--- src/rtl/mult32x32_arbiter.sv ---
// Round-robin front end that shares one sequential 32x32 multiplier between
// NUM_REQ requesters: grant, launch, wait for completion, return the product.
module mult32x32_arbiter #(
  parameter int NUM_REQ = 4,
  parameter int IDX_W   = $clog2(NUM_REQ)
) (
  input  logic                    clk,
  input  logic                    reset,
  input  logic [NUM_REQ-1:0]      req,
  input  logic [NUM_REQ*32-1:0]   a_in,
  input  logic [NUM_REQ*32-1:0]   b_in,
  output logic [NUM_REQ-1:0]      gnt,
  output logic [NUM_REQ-1:0]      done,
  output logic [63:0]             product_out,
  output logic [IDX_W-1:0]        owner,
  output logic                    arb_busy,
  output logic                    mult_start,
  output logic [31:0]             mult_a,
  output logic [31:0]             mult_b,
  input  logic                    mult_busy,
  input  logic [63:0]             mult_product
);

  typedef enum logic [2:0] {
    S_IDLE,
    S_START,
    S_ARM,
    S_WAIT,
    S_DONE
  } state_t;

  state_t               state_q, state_d;
  logic [IDX_W-1:0]     ptr_q, ptr_d;
  logic [IDX_W-1:0]     owner_q, owner_d;
  logic [31:0]          mult_a_q, mult_a_d;
  logic [31:0]          mult_b_q, mult_b_d;
  logic [63:0]          product_q, product_d;
  logic [NUM_REQ-1:0]   done_q, done_d;
  logic                 mult_start_q, mult_start_d;
  logic                 arb_busy_q, arb_busy_d;

  logic [31:0]          a_arr [NUM_REQ];
  logic [31:0]          b_arr [NUM_REQ];
  logic [IDX_W-1:0]     pick_idx;
  logic                 pick_found;

  genvar gi;
  generate
    for (gi = 0; gi < NUM_REQ; gi++) begin : g_unpack
      assign a_arr[gi] = a_in[32*gi +: 32];
      assign b_arr[gi] = b_in[32*gi +: 32];
    end
  endgenerate

  // First requester at or after the pointer, wrapping at NUM_REQ.
  always_comb begin
    int pos;
    pos        = 0;
    pick_idx   = '0;
    pick_found = 1'b0;
    for (int k = 0; k < NUM_REQ; k++) begin
      pos = int'(ptr_q) + k;
      if (pos >= NUM_REQ) pos = pos - NUM_REQ;
      if (!pick_found && req[IDX_W'(pos)]) begin
        pick_found = 1'b1;
        pick_idx   = IDX_W'(pos);
      end
    end
  end

  always_comb begin
    state_d      = state_q;
    ptr_d        = ptr_q;
    owner_d      = owner_q;
    mult_a_d     = mult_a_q;
    mult_b_d     = mult_b_q;
    product_d    = product_q;
    done_d       = '0;
    mult_start_d = 1'b0;
    gnt          = '0;

    case (state_q)
      S_IDLE: begin
        // Grant is combinational, but suppressed while reset is held.
        if (pick_found && !reset) begin
          gnt[pick_idx] = 1'b1;
          owner_d       = pick_idx;
          mult_a_d      = a_arr[pick_idx];
          mult_b_d      = b_arr[pick_idx];
          mult_start_d  = 1'b1;
          state_d       = S_START;
        end
      end
      S_START: state_d = S_ARM;
      // The multiplier has not raised busy yet, so skip one cycle.
      S_ARM:   state_d = S_WAIT;
      S_WAIT: begin
        if (!mult_busy) begin
          product_d       = mult_product;
          done_d[owner_q] = 1'b1;
          state_d         = S_DONE;
        end
      end
      S_DONE: begin
        ptr_d   = (owner_q == IDX_W'(NUM_REQ - 1)) ? '0 : owner_q + 1'b1;
        state_d = S_IDLE;
      end
      default: state_d = S_IDLE;
    endcase

    arb_busy_d = (state_d != S_IDLE);
  end

  always_ff @(posedge clk or posedge reset) begin
    if (reset) begin
      state_q      <= S_IDLE;
      ptr_q        <= '0;
      owner_q      <= '0;
      mult_a_q     <= '0;
      mult_b_q     <= '0;
      product_q    <= '0;
      done_q       <= '0;
      mult_start_q <= 1'b0;
      arb_busy_q   <= 1'b0;
    end else begin
      state_q      <= state_d;
      ptr_q        <= ptr_d;
      owner_q      <= owner_d;
      mult_a_q     <= mult_a_d;
      mult_b_q     <= mult_b_d;
      product_q    <= product_d;
      done_q       <= done_d;
      mult_start_q <= mult_start_d;
      arb_busy_q   <= arb_busy_d;
    end
  end

  assign done        = done_q;
  assign product_out = product_q;
  assign owner       = owner_q;
  assign arb_busy    = arb_busy_q;
  assign mult_start  = mult_start_q;
  assign mult_a      = mult_a_q;
  assign mult_b      = mult_b_q;

endmodule

--- config.mk ---
export PLATFORM = sky130hd
export DESIGN_NAME = mult32x32_arbiter
export DESIGN_NICKNAME = d
export VERILOG_FILES = /design/src/rtl/mult32x32_arbiter.sv
export SDC_FILE = /design/constraint.sdc
export NUM_CORES = 1
export LEC_CHECK = 0
export CAP_MARGIN = 20
export CORE_AREA = 5 5 180 182
export CTS_BUF_LIST = sky130_fd_sc_hd__clkbuf_4
export CTS_CLUSTER_SIZE = 28
export DETAILED_ROUTE_END_ITERATION = 10
export DIE_AREA = 0 0 185 187
export SYNTH_ARGS = -nofsm -noshare
export SYNTH_HDL_FRONTEND = slang
export SYNTH_SLANG_ARGS = --single-unit
export TNS_END_PERCENT = 5
--- constraint.sdc ---
create_clock -name clk -period 12.02 [get_ports clk]
set_input_delay 3.005 -clock clk [delete_from_list [all_inputs] [get_ports clk]]
set_output_delay 3.005 -clock clk [all_outputs]
set_load 0.005 [all_outputs]
Word level (Yosys, flattened, before mapping)

Index checks and enable logic that the tools add are counted.

Register bits: 141
Word-level logic and storage cells: 95

$add $sub $neg: 8
Magnitude comparators: 13
Eq/ne operators: 5
Muxes and demuxes: 44
Bitwise logic cells: 2
Reductions and logical operators: 14

Operators with widths:

| cell                                                                                 | count |
|---|---|
| 32-bit binary-select mux with 2-bit select                                           | 2 |
| 32-bit 2-to-1 mux                                                                    | 4 |
| 2-bit 2-to-1 mux                                                                     | 9 |
| 2-bit by 4-bit < comparator with 1-bit output (second input constant)                | 4 |
| 1-bit 2-to-1 mux                                                                     | 16 |
| 4-bit 2-to-1 mux                                                                     | 4 |
| 3-bit greater-or-equal comparator (second input constant)                            | 4 |
| 3-bit case mux with 4 select lines                                                   | 1 |
| 1-bit binary-select mux with 2-bit select                                            | 4 |
| 2-bit by 1-bit subtractor with 2-bit output (second input constant)                  | 4 |
| 2-bit by 2-bit adder with 3-bit output (second input constant)                       | 2 |
| 3-bit by 2-bit equality test with 1-bit output (second input constant)               | 2 |
| 1-bit logical AND                                                                    | 6 |
| 2-bit by 3-bit < comparator with 1-bit output (second input constant)                | 2 |
| 3-bit 2-to-1 mux                                                                     | 2 |
| 1-bit demux with 2-bit select                                                        | 2 |
| 2-bit by 1-bit greater-or-equal comparator with 1-bit output (second input constant) | 2 |
| 1-bit logical NOT                                                                    | 4 |
| 2-bit AND reduction                                                                  | 2 |
| 2-bit by 1-bit adder with 3-bit output (second input constant)                       | 1 |
| 3-bit by 1-bit equality test with 1-bit output (second input constant)               | 1 |
| 3-bit equality test (second input constant)                                          | 1 |
| 2-bit by 3-bit greater-or-equal comparator with 1-bit output (second input constant) | 1 |
| 3-bit logical NOT                                                                    | 1 |
| 5 further kinds                                                                      | 5 |

Longest topological paths before layout

Depth after elaboration: 21
Depth in mapped cells: 8

Worst setup path before layout

OpenSTA, ideal clock, no wires.

Path kind: input-to-output
Start point: in req[1]
End point: out gnt[0]
Data arrival time: 4.080 ns
Data required time: 9.015 ns
Setup slack: 4.935 ns
Stages: 6
Cell sequence: buf_4 -> or3_4 -> o21ai_4 -> inv_2 -> buf_2 -> and2_1

Word-level cells in the longest chain between the ends: 19

RTL lines:

| item                                                                                                                                                       | line | source |
|---|---|---|
| start, declared                                                                                                                                            | 9    | `input logic [NUM_REQ-1:0] req,` |
| 1-bit binary-select mux with 2-bit select                                                                                                                  | 64   | `if (!pick_found && req[IDX_W'(pos)]) begin` |
| 1-bit 2-to-1 mux (implied by the code) (2 in a row)                                                                                                        | 64   |  |
| 1-bit 2-to-1 mux                                                                                                                                           | 64   |  |
| 1-bit logical NOT                                                                                                                                          | 64   |  |
| 1-bit logical AND                                                                                                                                          | 64   |  |
| 1-bit 2-to-1 mux                                                                                                                                           | 64   |  |
| 1-bit logical NOT                                                                                                                                          | 64   |  |
| 1-bit logical AND                                                                                                                                          | 64   |  |
| [... 2 more ...]                                                                                                                                           | -    |  |
| 1-bit logical AND                                                                                                                                          | 64   |  |
| 2-bit 2-to-1 mux                                                                                                                                           | 64   |  |
| 2-bit by 3-bit < comparator with 1-bit output (implied by the code) / 2-bit by 1-bit greater-or-equal comparator with 1-bit output (equally long branches) | 86   | `gnt[pick_idx] = 1'b1;` |
| 1-bit logical AND (implied by the code)                                                                                                                    | 86   |  |
| 1-bit 2-to-1 mux (implied by the code)                                                                                                                     | 86   |  |
| 1-bit demux with 2-bit select                                                                                                                              | 86   |  |
| 4-bit 2-to-1 mux (*)                                                                                                                                       | 85   | `if (pick_found && !reset) begin` |
| 4-bit 2-to-1 mux (*)                                                                                                                                       | 82   | `case (state_q)` |
| end, declared                                                                                                                                              | 12   | `output logic [NUM_REQ-1:0] gnt,` |

Every way passes the cells marked *; elsewhere a longest branch is shown, timed or not. The select of a mux whose other input is x is not followed.

Final worst setup path

Start point: in req[0]
End point: out gnt[1]

Same word-level chain as after synthesis.

==> flow_metrics.env <==
export IMPL_worstPathRequired_ns=9.01
export IMPL_clkTransAtPathRegs_ns=0.14
export IMPL_ys_seq_area_share_pct=47.8
export IMPL_vias_per_cell=5.01
export IMPL_avgSynthCellArea_um2=10.1
export IMPL_post_cts_setup_buffer_count=0
export IMPL_ant_nets=0
export IMPL_die_h_um=187
export IMPL_drt_iter0_markers=400
export IMPL_clockPowerShare_pct=13.4
export IMPL_fmax_mhz=118
export IMPL_synth_area_leaders="dfrtp_1 48%, mux2_2 9.9%, a22oi_1 6.5%, o211ai_1 6.5%, a31oi_1 5.4%"
export IMPL_gp_congestion=0.847
export IMPL_io_buffers=466
export IMPL_outcome="finished clean"
export IMPL_finalPower_mw=2.52
export IMPL_cts_max_path_buffers=2
export IMPL_first_global_vias=8288
export IMPL_rows=64
export IMPL_htreeDepth=4
export IMPL_yosys_warnings=0
export IMPL_io_pins=467
export IMPL_drv_cap=0
export IMPL_path_class="in2out"
export IMPL_synth_cells=729
export IMPL_coreArea_mm2=0.0304
export IMPL_cts_resized_gates=0
export IMPL_final_layout_size_suffix_gt1_share_pct=10.7
export IMPL_die_w_um=185
export IMPL_cts_tree="built"
export IMPL_crit_arrival_ns=5.47
export IMPL_tns_ns=0
export IMPL_synth_cell_type_count=39
export IMPL_hp_class="reg2reg"
export IMPL_power_frac_seq_pct=33.5
export IMPL_cts_root_buf="clkbuf_4"
export IMPL_min_period_ns=8.47
export IMPL_syn_area_mm2=0.00738
export IMPL_wl_um=34100
export IMPL_maxSlewViolCount=0
export IMPL_pre_cts_ws_ns=3.49
export IMPL_synth_common_cells="141 x dfrtp_1, 70 x nor2_1, 67 x a21oi_1, 65 x mux2_2"
export IMPL_end_kind="primary output"
export IMPL_netSwitchingPower_mw=0.931
export IMPL_cts_buffers=17
export IMPL_drc_errors=0
export IMPL_power_density_mw_per_mm2=200
export IMPL_cts_hold_buffers=0
export IMPL_yosysMostFrequentCell="dfrtp_1"
export IMPL_dieArea_mm2=0.0346
export IMPL_syn_nets=1060
export IMPL_fin_skew_ns=0.0223
export IMPL_cts_sinks=141
export IMPL_cp_max_fo=65
export IMPL_synth_edff_count=0
export IMPL_finalHoldViolations=0
export IMPL_antenna_found_initial=1
export IMPL_critPathLaunchType="primary input"
export IMPL_grt_pass1_wl_um=50900
export IMPL_p_leak_nw=4.93
export IMPL_relSlewSlack_pct=32.8
export IMPL_synth_top_area_share_pct=47.8
export IMPL_worstSkewPairLatency_ns=0.55
export IMPL_utilization_pct=41.4
export IMPL_yosysTopAreaCell="dfrtp_1"
export IMPL_pwr_share_comb_pct=53.0
export IMPL_ys_flop_type="dfrtp_1"
export IMPL_via_count=7804
export IMPL_setup_viol=0
export IMPL_drtPass1Iterations=5
export IMPL_max_vdd_ir_drop_v=0.0000719
export IMPL_area_growth_pct=70.5
export IMPL_grt_use_total_pct=19.1
export IMPL_internal_power_mw=1.59
export IMPL_grt_max_degree=80
export IMPL_tightestPinTransition_ns=1.01
export IMPL_dp_hpwl_um=24800
export IMPL_async_flop_share_pct=100
export IMPL_synth_seq_cells=141
export IMPL_final_nets=1479
export IMPL_period_share_pct=70.5
export IMPL_wire_per_inst_um=21.9
export IMPL_rsz0062_at_grt="false"
export IMPL_overflow=0
export IMPL_start_util_pct=24.3
export IMPL_fin_ws_ns=3.55
export IMPL_swShare_pct=36.9
-- worst max-delay path: stages --
cell             delay [ns]
clkdlybuf4s50_1        0.61
o21ai_0                0.32
o211a_4                0.19
buf_4                  0.56
and2_1                 0.24
clkdlybuf4s50_1        0.51
-- cell type report --
class	count	area, µm²
antenna	1	2.50
clock buffer	18	135
clock inverter	14	159
fill	2960	17800
inverter	5	23.8
multi-input combinational	504	3490
sequential	141	3530
tap	396	495
timing repair buffer	479	4750
-- power by group through the flow --
stage | combinational [mW] | sequential (mW) | clock [mW]
2_1_floorplan | 0.564 | 0.857 | 0
3_3_place_gp | 1.35 | 0.851 | 0
3_5_place_dp | 1.36 | 0.861 | 0
4_1_cts | 1.36 | 0.850 | 0.354
5_1_grt | 1.45 | 0.880 | 0.375
6_report | 1.34 | 0.846 | 0.338
-- worst paths after layout --
check,start,to,slack (ns),cells after the start
worst min register to register,product_out[29],product_out[29],0.52,1
max in group asynchronous,reset,state_q[2],7.68,3
worst max register to register,ptr_q[1],mult_a[21],9.36,5
worst max-delay path,req[0],gnt[1],3.55,6
worst min-delay path,product_out[29],product_out[29],0.52,1
min in group asynchronous,reset,product_out[9],2.99,2
-- layout by cell type, fill, tap and decap left out, types with 2 or more instances in the layout --
cell type / count
a21oi_1: 67
a22oi_1: 64
a31oi_1: 64
and2_1: 6
and3_1: 64
buf_2: 2
buf_4: 13
bufinv_16: 2
clkbuf_4: 18
clkdlybuf4s50_1: 464
clkinv_4: 2
clkinvlp_4: 2
dfrtp_1: 141
ha_1: 4
inv_1: 3
inv_6: 5
inv_8: 2
mux2_2: 65
nand2_1: 3
nand2b_1: 4
nor2_1: 70
nor2b_1: 3
nor3_1: 2
o211ai_1: 64
o21ai_0: 5
o21ai_4: 2
-- registers in the layout (all words and copies together) (netlist names) --
signal and count:
product_out 64, done 4, ptr_q 2, mult_b 32, mult_start 1, state_q 3
mult_a 32, arb_busy 1, owner 2
-- stage by stage --
| stage | instance area, µm² | cells | hold slack, ns |
|---|---|---|---|
| floorplan | 7380 | 729 | 0.474 |
| global placement | 12300 | 1525 | 0.488 |
| detailed placement | 12300 | 1525 | 0.494 |
| CTS | 12600 | 1557 | 0.524 |
| global route | 12600 | 1558 | 0.536 |
| finish | 12600 | 1558 | 0.522 |
-- per-layer routing --
metal	share of wire [%]	up-vias	GRT usage [%]	wire (µm)
li1	-	3595	-	-
met1	39	3756	23.1	13200
met2	49	419	32.3	16700
met3	9.8	34	6.22	3340
met4	2.4	0	5.84	831
met5	0	-	0	0
-- kinds of logic after synthesis --
logic type | count (synthesis) | synth area share [%]
flip-flops | 141 | 47.8
AO/OA/AOI/OAI | 275 | 24.8
buffers and inverters | 84 | 5.34
multiplexers | 67 | 10.2
AND/OR/NAND/NOR | 158 | 11.2
adder cells (fa/ha/maj) | 4 | 0.678
(Power assumes the default switching activity.)
